## src/rtl/zacore_fetch.sv

```systemverilog
// zacore fetch stage: holds the PC, keeps one imem request outstanding, and registers
// each returned instruction with its PC for decode. Execute redirects squash wrong-path work.
module zacore_fetch #(
  parameter logic [31:0] RESET_PC = 32'h0000_0000
) (
  input  logic        clk,
  input  logic        rst_n,
  output logic        o_imem_req_valid,
  input  logic        i_imem_req_ready,
  output logic [29:0] o_imem_req_addr,
  input  logic        i_imem_rsp_valid,
  input  logic [31:0] i_imem_rsp_data,
  input  logic [32:0] i_execute_fetch,
  output logic [64:0] o_fetch_decode,
  input  logic        i_decode_ready
);

  typedef enum logic [1:0] {
    ST_REQ,
    ST_WAIT,
    ST_DRAIN
  } state_e;

  state_e      state_q, state_d;
  logic [31:0] pc_q, pc_d;
  logic        fdValid_q, fdValid_d;
  logic [31:0] fdPc_q, fdPc_d;
  logic [31:0] fdInst_q, fdInst_d;
  logic        lateRspOk_q;

  logic        redirect;
  logic [31:0] redirectPc;
  logic        reqFire;

  assign redirect   = i_execute_fetch[32];
  assign redirectPc = {i_execute_fetch[31:2], 2'b00};

  assign o_imem_req_valid = rst_n && (state_q == ST_REQ) && (!fdValid_q || i_decode_ready);
  assign o_imem_req_addr  = pc_q[31:2];
  assign reqFire          = o_imem_req_valid && i_imem_req_ready;
  assign o_fetch_decode   = {fdValid_q, fdPc_q, fdInst_q};

  always_comb begin
    state_d   = state_q;
    pc_d      = pc_q;
    fdValid_d = fdValid_q && !i_decode_ready;
    fdPc_d    = fdPc_q;
    fdInst_d  = fdInst_q;

    if (redirect) begin
      pc_d      = redirectPc;
      fdValid_d = 1'b0;
      unique case (state_q)
        ST_REQ:   state_d = reqFire ? ST_DRAIN : ST_REQ;
        ST_WAIT:  state_d = i_imem_rsp_valid ? ST_REQ : ST_DRAIN;
        ST_DRAIN: state_d = i_imem_rsp_valid ? ST_REQ : ST_DRAIN;
        default:  state_d = ST_REQ;
      endcase
    end else begin
      unique case (state_q)
        ST_REQ: begin
          if (reqFire) state_d = ST_WAIT;
        end
        ST_WAIT: begin
          // The request was only issued with the output register free, so this never overwrites live data.
          if (i_imem_rsp_valid) begin
            fdValid_d = 1'b1;
            fdPc_d    = pc_q;
            fdInst_d  = i_imem_rsp_data;
            pc_d      = pc_q + 32'd4;
            state_d   = ST_REQ;
          end
        end
        ST_DRAIN: begin
          if (i_imem_rsp_valid) state_d = ST_REQ;
        end
        default: state_d = ST_REQ;
      endcase
    end
  end

  always_ff @(posedge clk) begin
    if (!rst_n) begin
      state_q   <= ST_REQ;
      pc_q      <= RESET_PC & ~32'd3;
      fdValid_q <= 1'b0;
      fdPc_q    <= '0;
      fdInst_q  <= '0;
    end else begin
      state_q   <= state_d;
      pc_q      <= pc_d;
      fdValid_q <= fdValid_d;
      fdPc_q    <= fdPc_d;
      fdInst_q  <= fdInst_d;
    end
  end

  // Remembers that a reset cut off an outstanding request, so its late response is expected.
  always_ff @(posedge clk) begin
    if (!rst_n) begin
      lateRspOk_q <= lateRspOk_q || (state_q != ST_REQ);
    end else if (i_imem_rsp_valid) begin
      lateRspOk_q <= 1'b0;
    end
  end

  always_ff @(posedge clk) begin
    if (rst_n && (state_q == ST_REQ) && i_imem_rsp_valid) begin
      assert (lateRspOk_q)
        else $error("zacore_fetch: imem response with no request outstanding");
    end
  end

endmodule

```

## config.mk

```make
export PLATFORM = sky130hd
export DESIGN_NAME = zacore_fetch
export DESIGN_NICKNAME = d
export VERILOG_FILES = /design/src/rtl/zacore_fetch.sv
export SDC_FILE = /design/constraint.sdc
export NUM_CORES = 1
export LEC_CHECK = 0
export CAP_MARGIN = 5
export CORE_UTILIZATION = 50
export CTS_CLUSTER_DIAMETER = 30
export DETAILED_ROUTE_END_ITERATION = 8
export DONT_BUFFER_PORTS = 1
export SETUP_SLACK_MARGIN = 0.4
export SKIP_LAST_GASP = 1
export SYNTH_ARGS = -nofsm -noshare
export SYNTH_HDL_FRONTEND = slang
export SYNTH_SLANG_ARGS = --single-unit
```

## constraint.sdc

```tcl
create_clock -name clk -period 2.43 [get_ports clk]
set_clock_uncertainty 0.1 [all_clocks]
set_input_delay 0.486 -clock clk [delete_from_list [all_inputs] [get_ports clk]]
set_output_delay 0.486 -clock clk [all_outputs]
set_load 0.05 [all_outputs]
```

# ---- After elaboration in Yosys (flattened, before gate mapping)
# Index checks and enable logic that the tools add are counted.
dict set report classes {
  n_addsub 1
  eq_ne 4
  mux 12
  bitwise 2
  n_reduce_logical 16
}
# cell n
set op_table {}
lappend op_table {{$mux W32} 3}
lappend op_table {{$add A32 B3 Y32 const B} 1}
lappend op_table {{$mux W2} 5}
lappend op_table {{$pmux W2 S2} 2}
lappend op_table {{$reduce_and A2 Y1} 3}
lappend op_table {{$logic_and A1 B1 Y1} 4}
lappend op_table {{$reduce_bool A2 Y1} 2}
lappend op_table {{$reduce_or A2 Y1} 2}
lappend op_table {{$ne A3 B1 Y1 const B} 1}
lappend op_table {{$ne A3 B3 Y1 const B} 1}
lappend op_table {{$reduce_and A3 Y1} 1}
lappend op_table {{$eq A2 B1 Y1 const B} 1}
lappend op_table {{$eq A2 B2 Y1 const B} 1}
lappend op_table {{$logic_not A1 Y1} 2}
lappend op_table {{$logic_not A2 Y1} 1}
lappend op_table {{$mux W1} 2}
lappend op_table {{$not A1 Y1} 2}
lappend op_table {{$logic_or A1 B1 Y1} 1}
dict set report word_totals {
  register_bits 99
  in_bits 70
  elab_cells 41
}

# ---- Longest topological paths before layout
dict set report depth {
  ltp_word 7
  ltp_mapped 8
  ltp_nobuf 7
}

# ---- Worst setup path before layout
# No wires, ideal clock.
dict set report synth_timing {
  path_kind {register to register}
  startpoint {reg pc_q[9]}
  endpoint {reg pc_q[23]}
  arrival_ns 2.059
  required_ns 2.214
  setup_slack_ns 0.155
  path_stages_with_launch 6
  cell_sequence {dfxtp_1 -> and4_1 -> nand3_2 -> or4b_1 -> xnor2_1 -> o211a_1}
}
dict set report synth_between {
  elab_chain_len 4
}
# element line
set synth_lines {}
lappend synth_lines {{from (decl)} 25} ;# logic [31:0] pc_q, pc_d;
lappend synth_lines {{from (signal assigned)} 85} ;# pc_q <= RESET_PC & ~32'd3;
lappend synth_lines {{from (signal assigned)} 91} ;# pc_q <= pc_d;
lappend synth_lines {{$add A32 B3 Y32} 70} ;# pc_d = pc_q + 32'd4;
lappend synth_lines {{$mux W32} 66} ;# if (i_imem_rsp_valid) begin
lappend synth_lines {{$mux W32} 60} ;# unique case (state_q)
lappend synth_lines {{$mux W32} 50} ;# if (redirect) begin
# Every way passes these cells. The select of a mux whose other input is x is not followed.
# A chain may end at the register's enable or synchronous reset.

# ---- Worst setup path in the final report
dict set report layout_timing {
  startpoint {reg state_q[0]}
  endpoint {out o_imem_req_valid}
}
dict set report layout_between {
  elab_chain_len 3
}
# element line
set layout_lines {}
lappend layout_lines {{from (decl)} 24} ;# state_e state_q, state_d;
lappend layout_lines {{from (signal assigned)} 90} ;# state_q <= state_d;
lappend layout_lines {{$logic_not A2 Y1} 38} ;# assign o_imem_req_valid = rst_n && (state_q == ST_REQ) && (!fdValid_q || i_decode_ready);
lappend layout_lines {{$logic_and A1 B1 Y1} --}
lappend layout_lines {{$logic_and A1 B1 Y1} 38}
lappend layout_lines {{to (decl)} 8} ;# output logic o_imem_req_valid,
# Every way passes these cells.

==> insert_results.sql <==
INSERT INTO impl_metrics (metric_group, metric, value, unit) VALUES
('clock_tree', 'clk_root_buffer_cell', 'sky130_fd_sc_hd__clkbuf_8', ''),
('job', 'timing.max_cap.violations', '0', ''),
('clock_tree', 'holdBufCountCts', '0', ''),
('synthesis', 'synthArstFlopShare', '0', ''),
('timing', 'report.final.hold_viol_count', '0', ''),
('clock_tree', 'clk_transition_reported_paths', '90', 'ps'),
('timing', 'tns', '0', 'ps'),
('power', 'netSwitchingPower', '0.836', 'mW'),
('global_route', 'total_routing_usage_reported_by_global_routing', '0.226', ''),
('global_route', 'grt_pass1_wl', '15.5', 'mm'),
('worst_hold_path', 'hold_path.class', 'in2reg', ''),
('routing', 'drt_first_iter_violations', '73', ''),
('synthesis', 'synth_edf_count', '0', ''),
('power', 'power_frac_clock', '0.352', ''),
('setup_path', 'critical_path.endpoint', 'o_imem_req_valid', ''),
('die', 'die_outline_width', '92.9', 'um'),
('power', 'power_after_layout', '3.05', 'mW'),
('finish', 'n_fill_cell', '727', ''),
('routing', 'drcViolationCount', '0', ''),
('routing', 'drt_first_pass_iters', '4', ''),
('finish', 'utilization', '0.594', ''),
('clock_tree', 'ctsHtreeMaxLevel', '3', ''),
('synthesis', 'syn_avg_cell_area', '8.30', 'sq um'),
('global_route', 'grt_max_degree', '98', ''),
('timing', 'maximum_clock_frequency', '520', 'MHz'),
('status', 'run_status', 'finished, final reports clean', ''),
('synthesis', 'yosysUniqueCellTypes', '35', ''),
('placed_design', 'placedInstanceArea', '4430', 'sq um'),
('finish', 'antenna-diode-count', '0', ''),
('finish', 'post_route_cells_drive_above_1_share', '0.147', ''),
('setup_path', 'worst-path-stages', '3', ''),
('synthesis', 'synthTopCellsByArea', 'sky130_fd_sc_hd__dfxtp_1 46%, sky130_fd_sc_hd__nand2_1 13%, sky130_fd_sc_hd__a21boi_0 11%', ''),
('setup_path', 'cpPeakStageDelay', '380', 'ps'),
('synthesis', 'synth_area', '4130', 'sq um'),
('routing', 'vias_per_cell', '5.41', ''),
('setup_path', 'crit_path_start_kind', 'flop', ''),
('global_route', 'grt_antenna_before_repair', '0', ''),
('setup_path', 'path_buf_inv', '1', ''),
('timing', 'tightestPinTransition', '682', 'ps'),
('routing', 'post_drt_wl_per_cell', '15.2', 'um'),
('synthesis', 'ys.flop_type', 'sky130_fd_sc_hd__dfxtp_1', ''),
('placed_design', 'globalplace.congestion', '0.731', ''),
('setup_path', 'critical_path.reg2reg.startpoint', 'state_q[0]', ''),
('power', 'internal-power', '2.22', 'mW'),
('die', 'initial_standard_cell_utilization_of_the_core', '0.527', ''),
('finish', 'nNetsFinal', '587', ''),
('worst_hold_path', 'min-delay-start', 'i_imem_rsp_data[10]', ''),
('setup_path', 'timing.critical_path.slowest_stage_cell', 'sky130_fd_sc_hd__and3_2', ''),
('finish', 'layout-area-overhead-vs-synth', '12.8', '%'),
('die', 'die_height', '92.9', 'um'),
('timing', 'fin_crit', '1920', 'ps'),
('setup_path', 'worst-setup-path-type', 'reg2out', ''),
('setup_path', 'timing.critical_path.max_delay_family', 'simple AND/OR/NAND/NOR gates', ''),
('timing', 'max-slew-margin-rel', '0.545', ''),
('setup_path', 'reg2reg_slack', '510', 'ps'),
('finish', 'mostFrequentLayoutCell', 'sky130_fd_sc_hd__nand2_1', ''),
('timing', 'maxSlewViolCount', '0', ''),
('synthesis', 'seq_area_frac_synth', '0.460', ''),
('setup_path', 'worst_ep_arrival_time', '1340', 'ps'),
('die', 'num_rows', '32', ''),
('setup_path', 'crit_chain', 'inv_1 -> ha_1 -> and3_2', ''),
('timing', 'setup_repair_after_global_routing_missed_its_margin', 'true', ''),
('clock_tree', 'cts_buffers', '9', ''),
('synthesis', 'gate_count_of_the_mapped_netlist', '498', ''),
('timing', 'layout_worst_path_cycle_share', '0.792', ''),
('global_route', 'grt_overflow', '0', ''),
('timing', 'timing.hold.ws', '166', 'ps'),
('power', 'power_density', '655', 'nW/um^2'),
('placed_design', 'port_buffers', '0', ''),
('synthesis', 'post_synthesis_register_bit_count', '95', ''),
('routing', 'vias', '3354', '');
==> Yosys cell counts, types with 3 or more instances <==
library cell	number
sky130_fd_sc_hd__nand2_1	146
sky130_fd_sc_hd__ha_1	4
sky130_fd_sc_hd__nor4_1	4
sky130_fd_sc_hd__xnor2_1	14
sky130_fd_sc_hd__and4_1	5
sky130_fd_sc_hd__and3_1	6
sky130_fd_sc_hd__and2_1	7
sky130_fd_sc_hd__a21boi_0	63
sky130_fd_sc_hd__buf_2	7
sky130_fd_sc_hd__nand2b_1	5
sky130_fd_sc_hd__nor2_1	6
sky130_fd_sc_hd__a21oi_1	20
sky130_fd_sc_hd__o21ai_0	27
sky130_fd_sc_hd__buf_4	3
sky130_fd_sc_hd__nand3_1	14
sky130_fd_sc_hd__nand4_1	10
sky130_fd_sc_hd__dfxtp_1	95
sky130_fd_sc_hd__inv_1	3
sky130_fd_sc_hd__o211a_1	3
sky130_fd_sc_hd__mux2i_1	3
sky130_fd_sc_hd__clkbuf_1	23
sky130_fd_sc_hd__xor2_1	14
==> per-layer routing <==
layer / global-route usage / vias to the layer above / wire [um]
met1: 0.288 / 1548 / 4180
met4: 0.0500 / 0 / 30
li1: - / 1699 / -
met2: 0.367 / 105 / 4440
met5: 0 / - / 0
met3: 0.0805 / 2 / 778
==> how the worst min path moves through the flow <==
stage	end	slack, ps	cells past startpoint
6_report	fdInst_q[10]	170	2
4_1_cts	pc_q[29]	120	2
3_3_place_gp	fdPc_q[4]	400	2
5_1_grt	fdInst_q[5]	140	2
2_1_floorplan	fdValid_q	380	2
3_5_place_dp	fdPc_q[4]	410	2
==> stage by stage <==
stage                     setup WS [ps]  std cells
final                               505        620
after floorplan                     391        499
after detailed placement            484        603
after global placement              497        603
after global routing                388        620
after CTS                           472        619
==> cell type report <==
class                   count  area [sq um]  share of cell area
inverters                   4          15.0             0.00322
clock buffers              10           138              0.0295
flip-flops and latches     95          1920               0.411
clock inverters             6          66.3              0.0142
multi-input cells         367          2110               0.452
well taps                 102           128              0.0274
repair buffers             36           290              0.0622
==> registers in the layout, indices dropped and copies added, names as in the netlist <==
signal	cells
fdValid_q	1
fdInst_q	32
fdPc_q	30
pc_q	30
state_q	2
==> worst reg2reg max path: stages, from the launching register on <==
cell                      delay (ps)
sky130_fd_sc_hd__dfxtp_1         400
sky130_fd_sc_hd__ha_1            290
sky130_fd_sc_hd__and3_1          280
sky130_fd_sc_hd__nand3_1         170
sky130_fd_sc_hd__nor4_1          320
sky130_fd_sc_hd__xnor2_1         160
sky130_fd_sc_hd__o21ai_0          90
==> kinds of logic (layout without fill, tap and decap cells) <==
family                   after synthesis  in the layout  synth area share
AND/OR/NAND/NOR                      213            213             0.236
flip-flops                            95             95             0.460
multiplexers                           3              3           0.00726
adder cells (fa/ha/maj)                4              4            0.0121
buffers and inverters                 37             56            0.0384
AO/OA/AOI/OAI                        117            117             0.186
other                                  1              2          0.000907
XOR/XNOR                              28             28            0.0593
==> repair_timing <==
| item | in CTS | in global routing |
|---|---|---|
| endpoints found under the hold margin | 0 | 0 |
| endpoints found under the setup margin | 1 | 36 |
| pin swaps | 0 | 1 |
| buffers inserted | 0 | 1 |
| gates resized for setup | 1 | 5 |
==> power by group through the flow <==
| stage | logic (mW) | registers, mW | clock network (mW) |
|---|---|---|---|
| floorplan | 0.141 | 1.82 | 0 |
| global placement | 0.317 | 1.69 | 0 |
| detailed placement | 0.321 | 1.69 | 0 |
| CTS | 0.323 | 1.66 | 1.12 |
| global route | 0.344 | 1.67 | 1.18 |
| finish | 0.320 | 1.66 | 1.07 |
Power figures use the tool's default switching activity.
